File: config.mk
export PLATFORM = sky130hd
export DESIGN_NAME = shift_seq_unit
export DESIGN_NICKNAME = d
export VERILOG_FILES = /design/src/rtl/shift_seq_unit.sv
export SDC_FILE = /design/constraint.sdc
export NUM_CORES = 1
export LEC_CHECK = 0
export ABC_AREA = 1
export ABC_CLOCK_PERIOD_IN_PS = 1780
export CORE_AREA = 2 2 86 88
export CTS_CLUSTER_SIZE = 10
export DETAILED_ROUTE_END_ITERATION = 8
export DIE_AREA = 0 0 88 90
export PLACE_DENSITY = 0.7
export SLEW_MARGIN = 0
export SYNTH_ARGS = -nofsm -noshare
export SYNTH_HDL_FRONTEND = slang
export SYNTH_SLANG_ARGS = --single-unit
File: constraint.sdc
create_clock -name clk -period 1.78 [get_ports clk]
set_clock_uncertainty 0.1 [all_clocks]
set_input_delay 0.534 -clock clk [delete_from_list [all_inputs] [get_ports clk]]
set_output_delay 0.534 -clock clk [all_outputs]
set_load 0.02 [all_outputs]
File: src/rtl/shift_seq_unit.sv
// Multi-cycle shifter: SLL/SRL/SRA/ROTL, up to STEP bit positions per clock.
// A three-state FSM (IDLE/SHIFT/DONE) walks the captured operand toward the final value.
module shift_seq_unit #(
    parameter int WIDTH = 32,
    parameter int STEP  = 1,
    localparam int SAW  = $clog2(WIDTH)
) (
    input  logic             clk,
    input  logic             rst,
    input  logic             start,
    input  logic [1:0]       mode,
    input  logic [WIDTH-1:0] a,
    input  logic [SAW-1:0]   shamt,
    output logic             busy,
    output logic             done,
    output logic [WIDTH-1:0] result
);

    localparam int LEVELS = $clog2(STEP) + 1;
    localparam logic [SAW-1:0] STEP_W = SAW'(STEP);

    typedef enum logic [1:0] {
        IDLE,
        SHIFT,
        DONE
    } state_t;

    state_t           state;
    state_t           state_next;
    logic [1:0]       mode_q;
    logic             fill_q;
    logic [SAW-1:0]   rem;
    logic [SAW-1:0]   k;
    logic [SAW-1:0]   rem_next;
    logic [WIDTH-1:0] shifted;

    always_comb begin
        k        = (rem > STEP_W) ? STEP_W : rem;
        rem_next = rem - k;
    end

    // One 2:1 mux level per bit of k; level i moves the word by 2**i positions.
    always_comb begin
        shifted = result;
        for (int i = 0; i < LEVELS; i++) begin
            if (k[i]) begin
                case (mode_q)
                    2'b00:   shifted = shifted << (2 ** i);
                    2'b01:   shifted = shifted >> (2 ** i);
                    2'b10:   shifted = (shifted >> (2 ** i)) |
                                       ({WIDTH{fill_q}} << (WIDTH - 2 ** i));
                    default: shifted = (shifted << (2 ** i)) |
                                       (shifted >> (WIDTH - 2 ** i));
                endcase
            end
        end
    end

    always_ff @(posedge clk or posedge rst) begin
        if (rst) begin
            state <= IDLE;
        end else begin
            state <= state_next;
        end
    end

    always_comb begin
        state_next = state;
        case (state)
            IDLE, DONE: begin
                if (start) begin
                    state_next = (shamt != '0) ? SHIFT : DONE;
                end else begin
                    state_next = IDLE;
                end
            end
            SHIFT: begin
                state_next = (rem_next == '0) ? DONE : SHIFT;
            end
            default: begin
                state_next = IDLE;
            end
        endcase
    end

    // Operands are only captured when idle or finishing, so a start during SHIFT is ignored.
    always_ff @(posedge clk or posedge rst) begin
        if (rst) begin
            result <= '0;
            rem    <= '0;
            mode_q <= 2'b00;
            fill_q <= 1'b0;
        end else begin
            case (state)
                IDLE, DONE: begin
                    if (start) begin
                        result <= a;
                        rem    <= shamt;
                        mode_q <= mode;
                        fill_q <= a[WIDTH-1];
                    end
                end
                SHIFT: begin
                    result <= shifted;
                    rem    <= rem_next;
                end
                default: begin
                    result <= result;
                end
            endcase
        end
    end

    assign busy = (state == SHIFT);
    assign done = (state == DONE);

endmodule

==> metrics.txt, run 1 <==
# TYPE chip_impl_metric gauge
chip_impl_info{name="status",value="finished clean"} 1
chip_impl_info{name="worst_path_max_delay_cell",value="sky130_fd_sc_hd__dfrtp_1"} 1
chip_impl_metric{name="hpwlAfterDp",unit="um"} 5380
chip_impl_metric{name="slew-limit-headroom",unit="%"} 77.9
chip_impl_metric{name="detailedPlace.worstSlack",unit="ns"} -0.110
chip_impl_info{name="timing.critical_path.to_type",value="output pin"} 1
chip_impl_metric{name="timing.final.crit_period",unit="ns"} 1.69
chip_impl_metric{name="avgRoutedWirePerCell",unit="um"} 13.0
chip_impl_metric{name="path_max_fanout",unit=""} 4
chip_impl_metric{name="post_synth_instance_area",unit="mm^2"} 0.00296
chip_impl_metric{name="worst_slack",unit="ns"} 0.0855
chip_impl_metric{name="drtAntennaViolNets",unit=""} 0
chip_impl_metric{name="antenna_cells_inserted",unit=""} 0
chip_impl_info{name="rsz0062_at_grt",value="false"} 1
chip_impl_metric{name="cts-buffers-inserted",unit=""} 5
chip_impl_metric{name="cts_sinks",unit=""} 42
chip_impl_metric{name="powerDensity",unit="mW/mm^2"} 2190
chip_impl_metric{name="layout.cell_area.non_filler",unit="mm^2"} 0.00399
chip_impl_metric{name="max-cap-violations",unit=""} 0
chip_impl_metric{name="clk_pin_slew_worst_paths",unit="ns"} 0.08
chip_impl_metric{name="layout-drive-gt1-share",unit="%"} 23.0
chip_impl_metric{name="drtIter0Drc",unit=""} 163
chip_impl_metric{name="setup_violations",unit=""} 0
chip_impl_info{name="tritoncts",value="built"} 1
chip_impl_info{name="critical_path.startpoint_type",value="flip-flop"} 1
chip_impl_metric{name="grt_start_max_net_pins",unit=""} 62
chip_impl_metric{name="clock_insertion_delay_worst_skew",unit="ns"} 0.29
chip_impl_metric{name="antenna_found_initial",unit=""} 0
chip_impl_metric{name="synth-seq-area-share",unit="%"} 35.5
chip_impl_metric{name="die_width",unit="um"} 88
chip_impl_metric{name="postSynthRegisterBits",unit=""} 42
chip_impl_metric{name="routabilityCongestion",unit=""} 0.822
chip_impl_info{name="worstHoldStart",value="fill_q"} 1
chip_impl_metric{name="grt_pass1_vias",unit=""} 2732
chip_impl_info{name="hold_path.class",value="flip-flop to flip-flop"} 1
chip_impl_metric{name="fmax",unit="MHz"} 590
chip_impl_metric{name="top_level_ports",unit=""} 76
chip_impl_metric{name="grt_pass1_wl",unit="um"} 12800
chip_impl_metric{name="placed_cell_area",unit="mm^2"} 0.00392
chip_impl_metric{name="syn2layout_area_growth",unit="%"} 34.7
chip_impl_metric{name="synth.net_count",unit=""} 450
chip_impl_metric{name="die_area",unit="mm^2"} 0.00792
chip_impl_metric{name="totalWireLength",unit="um"} 7640
chip_impl_metric{name="tightestPinTransition",unit="ns"} 0.332
chip_impl_metric{name="syn_area_per_cell",unit="um^2"} 7.29
chip_impl_info{name="worst_path_cell_trace",value="dlygate4sd2_1"} 1
chip_impl_metric{name="final_core_util",unit="%"} 56.8
chip_impl_metric{name="required_worst_endpoint",unit="ns"} 1.15
chip_impl_metric{name="worst_ep_arrival_time",unit="ns"} 1.06
chip_impl_metric{name="synth_cell_types",unit=""} 29
chip_impl_info{name="path_delay_family",value="flip-flops"} 1
chip_impl_metric{name="drt-vias-per-instance",unit=""} 4.91
chip_impl_metric{name="grt.total_usage",unit="%"} 19.9
chip_impl_info{name="clockRootBuffer",value="sky130_fd_sc_hd__clkbuf_8"} 1
chip_impl_metric{name="placeableCoreArea",unit="mm^2"} 0.00702
chip_impl_metric{name="timing_max_transition_violations_final",unit=""} 0
chip_impl_metric{name="yosysWarningCount",unit=""} 0
chip_impl_metric{name="period_share",unit="%"} 95.2
chip_impl_metric{name="final_net_count",unit=""} 531
chip_impl_info{name="crit_type",value="flip-flop to output pin"} 1
chip_impl_info{name="timing_startpoint_of_the_critical_path",value="result[14]"} 1
chip_impl_metric{name="cts_buffer_depth",unit=""} 2
chip_impl_metric{name="final_hold_viol_count",unit=""} 0
chip_impl_metric{name="io_buffer_count",unit=""} 75
chip_impl_metric{name="routed-via-count",unit=""} 2880
chip_impl_metric{name="floorplan.initialDensity",unit="%"} 42.1
chip_impl_metric{name="number_of_remaining_drc_errors",unit=""} 0
chip_impl_metric{name="post_synth_inst_count",unit=""} 406
chip_impl_info{name="rr_startpoint",value="rem[3]"} 1
chip_impl_metric{name="layout.area.seq",unit="mm^2"} 0.00105
chip_impl_metric{name="fill_cells",unit=""} 681
chip_impl_metric{name="power",unit="mW"} 8.73
chip_impl_metric{name="max_stage_delay",unit="ns"} 0.41
chip_impl_metric{name="drt_pre_antenna_iters",unit=""} 4
chip_impl_metric{name="floorplan.rows",unit=""} 31
chip_impl_metric{name="p_leak",unit="nW"} 1.96
chip_impl_metric{name="power.ir.vdd_worst",unit="mV"} 1.11
chip_impl_metric{name="critical_path_buf_inv_count",unit=""} 1
chip_impl_metric{name="multi_input_area",unit="mm^2"} 0.00159
chip_impl_metric{name="cts_hold_buffers",unit=""} 0
chip_impl_metric{name="htreeDepth",unit=""} 2
chip_impl_metric{name="die_y",unit="um"} 90
chip_impl_metric{name="grt.overflow.total",unit=""} 0
Yosys cell counts:
master / number / area (um^2)
sky130_fd_sc_hd__a21oi_1: 30 / 150
sky130_fd_sc_hd__a21oi_2: 20 / 175
sky130_fd_sc_hd__a31oi_1: 1 / 6.26
sky130_fd_sc_hd__buf_1: 2 / 7.51
sky130_fd_sc_hd__buf_2: 15 / 75.1
sky130_fd_sc_hd__buf_4: 1 / 7.51
sky130_fd_sc_hd__buf_6: 3 / 33.8
sky130_fd_sc_hd__clkbuf_1: 2 / 7.51
sky130_fd_sc_hd__dfrtp_1: 42 / 1050
sky130_fd_sc_hd__ha_1: 2 / 25.0
sky130_fd_sc_hd__inv_1: 52 / 195
sky130_fd_sc_hd__inv_2: 5 / 18.8
sky130_fd_sc_hd__nand2_1: 57 / 214
sky130_fd_sc_hd__nand2_2: 25 / 156
sky130_fd_sc_hd__nand2_4: 1 / 11.3
sky130_fd_sc_hd__nand3_1: 24 / 120
sky130_fd_sc_hd__nand3_2: 21 / 210
sky130_fd_sc_hd__nand3b_1: 9 / 67.6
sky130_fd_sc_hd__nand4_1: 1 / 6.26
sky130_fd_sc_hd__nor2_1: 67 / 251
sky130_fd_sc_hd__nor2_2: 1 / 6.26
sky130_fd_sc_hd__nor2_8: 1 / 20.0
sky130_fd_sc_hd__o211ai_1: 3 / 22.5
sky130_fd_sc_hd__o21a_1: 1 / 7.51
sky130_fd_sc_hd__o21ai_0: 6 / 30.0
sky130_fd_sc_hd__o21ai_1: 10 / 50.1
sky130_fd_sc_hd__o221ai_1: 2 / 17.5
sky130_fd_sc_hd__or2_2: 1 / 6.26
sky130_fd_sc_hd__xnor2_1: 1 / 8.76
layer usage:
metal  track usage, %  part of all wire [%]  vias up
met5                0                     0        -
met3             3.12                   4.4        6
met4             5.64                   1.2        0
met1             26.8                    45     1354
li1                 -                     -     1449
met2             32.8                    50       71
sequential cells by signal (all words and copies together) (netlist names):
signal	flops
result	32
mode_q	2
state	2
rem	5
fill_q	1
cells in the final DEF (no fill, tap or decap):
master / n
sky130_fd_sc_hd__buf_2: 2
sky130_fd_sc_hd__nand3_1: 24
sky130_fd_sc_hd__nand3_2: 21
sky130_fd_sc_hd__dfrtp_2: 1
sky130_fd_sc_hd__nor2_8: 1
sky130_fd_sc_hd__nor2_2: 2
sky130_fd_sc_hd__nand4_1: 1
sky130_fd_sc_hd__o21a_1: 1
sky130_fd_sc_hd__buf_12: 4
sky130_fd_sc_hd__o211ai_1: 3
sky130_fd_sc_hd__nand2_4: 1
sky130_fd_sc_hd__inv_2: 6
sky130_fd_sc_hd__xnor2_2: 1
sky130_fd_sc_hd__a21oi_1: 30
sky130_fd_sc_hd__clkinv_2: 1
sky130_fd_sc_hd__nor2_1: 66
sky130_fd_sc_hd__ha_4: 1
sky130_fd_sc_hd__nand2_1: 56
sky130_fd_sc_hd__a31oi_1: 1
sky130_fd_sc_hd__ha_1: 1
sky130_fd_sc_hd__clkdlybuf4s50_1: 41
sky130_fd_sc_hd__o21ai_1: 10
sky130_fd_sc_hd__o221ai_1: 2
sky130_fd_sc_hd__dlygate4sd2_1: 32
sky130_fd_sc_hd__dfrtp_1: 41
sky130_fd_sc_hd__buf_4: 18
sky130_fd_sc_hd__o21ai_0: 6
sky130_fd_sc_hd__nand3b_1: 9
sky130_fd_sc_hd__clkbuf_8: 6
sky130_fd_sc_hd__clkbuf_1: 1
sky130_fd_sc_hd__nand2_2: 26
sky130_fd_sc_hd__or2_2: 1
sky130_fd_sc_hd__clkinv_1: 1
sky130_fd_sc_hd__a21oi_2: 20
sky130_fd_sc_hd__inv_1: 50
kinds of logic (layout without fill, tap and decap cells):
logic type / count (synthesis) / count (layout) / share of synthesized area [%]
AND/OR/NAND/NOR: 208 / 208 / 36.2
buffers and inverters: 80 / 162 / 11.7
AO/OA/AOI/OAI: 73 / 73 / 15.5
flip-flops: 42 / 42 / 35.5
adder cells (fa/ha/maj): 2 / 2 / 0.846
XOR/XNOR: 1 / 1 / 0.296
through the flow:
step / cells / TNS [ns] / hold WS [ns]
6_report: 587 / 0 / 0.401
3_3_place_gp: 579 / -1.10 / 0.381
3_5_place_dp: 579 / -1.82 / 0.381
4_1_cts: 587 / 0 / 0.403
2_1_floorplan: 406 / 0 / 0.354
5_1_grt: 587 / 0 / 0.447
area by class of cell:
class	count	area share (%)
multi-input cells	284	39.8
inverters	57	5.37
well taps	99	3.11
clock inverters	1	0.126
flip-flops and latches	42	26.4
clock buffers	7	2.17
repair buffers	97	23.0
worst paths after layout:
check | cells past startpoint | end | slack, ns
setup / recovery | 1 | result[14] | 0.09
hold / removal | 2 | fill_q | 0.40
setup reg to reg | 11 | state[0] | 0.12
hold reg to reg | 2 | fill_q | 0.40
max in group asynchronous | 3 | state[1] | 0.86
min in group asynchronous | 3 | result[10] | 0.47
power by group:
part	internal, mW	total (mW)	switching [mW]
Combinational	2.47	6.13	3.67
Clock	0.314	0.644	0.330
Sequential	1.50	1.95	0.455
Total	4.28	8.73	4.45
what timing repair did:
item                                    CTS  global route
resized for setup                        39             8
endpoints found under the setup margin   34             4
pin swaps                                 0             4
buffers inserted                          0             0
(Power assumes the default switching activity.)
==> inputs of run 2 (changes only) <==
- CELL_PAD_IN_SITES_DETAIL_PLACEMENT: unset -> 0
- CELL_PAD_IN_SITES_GLOBAL_PLACEMENT: unset -> 1
- CORE_AREA: 2 2 86 88 -> 2 2 100 102
- DIE_AREA: 0 0 88 90 -> 0 0 102 104
- PLACE_DENSITY: 0.7 -> 0.72
==> metrics.txt, run 2 (synthesis gave the netlist of run 1 again) <==
# TYPE chip_impl_metric gauge
chip_impl_metric{name="groute.layer.met2.usage",unit="%"} 26.8
chip_impl_metric{name="drt_pre_antenna_iters",unit=""} 4
chip_impl_metric{name="final_net_count",unit=""} 537
chip_impl_metric{name="placed_cell_area",unit="mm^2"} 0.00398
chip_impl_metric{name="htreeDepth",unit=""} 2
chip_impl_metric{name="placeableCoreArea",unit="mm^2"} 0.00955
chip_impl_info{name="biggestRegsByFlops",value="result: 32 flops, rem: 5 flops"} 1
chip_impl_metric{name="antenna_found_initial",unit=""} 0
chip_impl_info{name="hold_path.class",value="flip-flop to flip-flop"} 1
chip_impl_info{name="worst_path_cell_trace",value="buf_4, nor2_8, buf_4"} 1
chip_impl_metric{name="max_stage_delay",unit="ns"} 0.38
chip_impl_metric{name="fmax",unit="MHz"} 577
chip_impl_metric{name="largest_register_ffs",unit=""} 32
chip_impl_metric{name="drtIter0Drc",unit=""} 97
chip_impl_metric{name="slew-limit-headroom",unit="%"} 79.9
chip_impl_metric{name="floorplan.rows",unit=""} 36
chip_impl_metric{name="drtAntennaViolNets",unit=""} 0
chip_impl_metric{name="grt_start_max_net_pins",unit=""} 63
chip_impl_metric{name="required_worst_endpoint",unit="ns"} 1.15
chip_impl_info{name="most_common_library_cell_in_the_layout_ignoring_fill_and_taps",value="sky130_fd_sc_hd__nor2_1"} 1
chip_impl_metric{name="power.ir.vdd_worst",unit="mV"} 0.720
chip_impl_metric{name="cts_sinks",unit=""} 42
chip_impl_info{name="clockRootBuffer",value="sky130_fd_sc_hd__clkbuf_8"} 1
chip_impl_metric{name="grt_pass1_wl",unit="um"} 13900
chip_impl_info{name="grt-busiest-layer",value="met2"} 1
chip_impl_metric{name="clk_pin_slew_worst_paths",unit="ns"} 0.09
chip_impl_metric{name="p_leak",unit="nW"} 2.01
chip_impl_metric{name="globalRouteMet3Util",unit="%"} 1.88
chip_impl_metric{name="cts-buffers-inserted",unit=""} 5
chip_impl_metric{name="timing.final.crit_period",unit="ns"} 1.73
chip_impl_metric{name="clock_insertion_delay_worst_skew",unit="ns"} 0.30
chip_impl_metric{name="timing_max_transition_violations_final",unit=""} 0
chip_impl_info{name="crit_path_frequent_cell",value="sky130_fd_sc_hd__buf_4"} 1
chip_impl_metric{name="path_max_fanout",unit=""} 3
chip_impl_metric{name="grt.total_usage",unit="%"} 16.2
chip_impl_info{name="tritoncts",value="built"} 1
chip_impl_metric{name="cts_buffer_depth",unit=""} 2
chip_impl_metric{name="layout.cell_area.non_filler",unit="mm^2"} 0.00412
chip_impl_metric{name="antenna_cells_inserted",unit=""} 0
chip_impl_metric{name="avgRoutedWirePerCell",unit="um"} 14.0
chip_impl_metric{name="top_level_ports",unit=""} 76
chip_impl_metric{name="floorplan.initialDensity",unit="%"} 31.0
chip_impl_info{name="worst_path_max_delay_cell",value="sky130_fd_sc_hd__dfrtp_1"} 1
chip_impl_metric{name="tightestPinTransition",unit="ns"} 0.302
chip_impl_info{name="critical_path.startpoint_type",value="flip-flop"} 1
chip_impl_metric{name="final_hold_viol_count",unit=""} 0
chip_impl_metric{name="syn2layout_area_growth",unit="%"} 39.1
chip_impl_metric{name="die_area",unit="mm^2"} 0.0106
chip_impl_metric{name="die_width",unit="um"} 102
chip_impl_metric{name="worst_ep_arrival_time",unit="ns"} 1.10
chip_impl_info{name="crit_type",value="flip-flop to output pin"} 1
chip_impl_metric{name="die_y",unit="um"} 104
chip_impl_metric{name="number_of_remaining_drc_errors",unit=""} 0
chip_impl_info{name="status",value="finished clean"} 1
chip_impl_metric{name="io_buffer_count",unit=""} 75
chip_impl_metric{name="setup_violations",unit=""} 0
chip_impl_metric{name="routed-via-count",unit=""} 2870
chip_impl_info{name="timing.critical_path.to_type",value="output pin"} 1
chip_impl_metric{name="routabilityCongestion",unit=""} 0.795
chip_impl_info{name="rsz0062_at_grt",value="true"} 1
chip_impl_metric{name="max-cap-violations",unit=""} 0
chip_impl_metric{name="grt_util_met1",unit="%"} 22.1
chip_impl_metric{name="grt.overflow.total",unit=""} 0
chip_impl_metric{name="setup-tns-final",unit="ns"} 0
chip_impl_metric{name="hpwlAfterDp",unit="um"} 5590
chip_impl_info{name="largest-register",value="result"} 1
chip_impl_metric{name="powerDensity",unit="mW/mm^2"} 2210
chip_impl_metric{name="layout-drive-gt1-share",unit="%"} 23.7
chip_impl_metric{name="totalWireLength",unit="um"} 8740
chip_impl_metric{name="period_share",unit="%"} 97.3
chip_impl_metric{name="grt_pass1_vias",unit=""} 2824
chip_impl_metric{name="drt-vias-per-instance",unit=""} 4.58
chip_impl_info{name="final_cell_mix",value="sky130_fd_sc_hd__nor2_1 (66), sky130_fd_sc_hd__nand2_1 (56), sky130_fd_sc_hd__inv_1 (50)"} 1
-- run 2: cell types whose count changed in the layout (fill, tap and decap cells not counted), sizes merged --
cell | before | now
clkinv | 2 | 3
clkbuf | 7 | 8
buf | 24 | 27
-- run 2: critical path: cells and delay by family (launching register included) --
kind	cells	cell delay, ns
buffers and inverters	2	0.30
and+or+nand+nor	1	0.11
DFF	1	0.38
-- run 2: report_power, final --
part / internal, mW / switching, mW
registers: 1.50 / 0.406
logic: 2.70 / 3.86
clock network: 0.265 / 0.360
-- run 2: final timing paths --
kind	endpoint	cells after the start	slack, ns	from
worst max-delay path	busy	3	0.05	state[1]
worst min register to register	fill_q	2	0.41	fill_q
min in group asynchronous	state[0]	3	0.47	rst
max in group asynchronous	result[10]	3	0.89	rst
worst max register to register	state[0]	11	0.12	rem[2]
worst min-delay path	fill_q	2	0.41	fill_q
-- run 2: what timing repair did --
item	CTS	global route
resized for setup	37	10
buffers inserted	1	2
pin swaps	0	5
setup endpoints to repair	35	39
hold buffers	0	0
gates cloned	0	2
-- run 2: final cells by class --
type                            count  area, um^2
Fill cell                        1035        5430
Multi-Input combinational cell    284        1590
Sequential cell                    42        1050
Timing Repair Buffer              103        1020
Inverter                           57         214
Tap cell                          133         166
Clock buffer                        5        68.8
Clock inverter                      2        10.0
-- run 2: layer usage --
layer | vias to the layer above | part of all wire [%] | wire length [um]
li1 | 1463 | - | -
met1 | 1343 | 46 | 4020
met2 | 54 | 49 | 4320
met3 | 10 | 3.1 | 273
met4 | 0 | 1.5 | 127
met5 | - | 0 | 0
-- run 2: metrics by stage --
step | util, % | total power [mW] | std cells | setup WS (ns) | hold WS [ns]
floorplan | - | 6.36 | 406 | 0.0715 | 0.354
global placement | 41.7 | 8.37 | 614 | -0.0922 | 0.389
detailed placement | 41.7 | 8.46 | 614 | -0.0912 | 0.403
CTS | 42.3 | 8.86 | 622 | -0.143 | 0.419
global route | 43.1 | 9.93 | 626 | -0.00525 | 0.444
finish | 43.1 | 9.08 | 626 | 0.0476 | 0.408
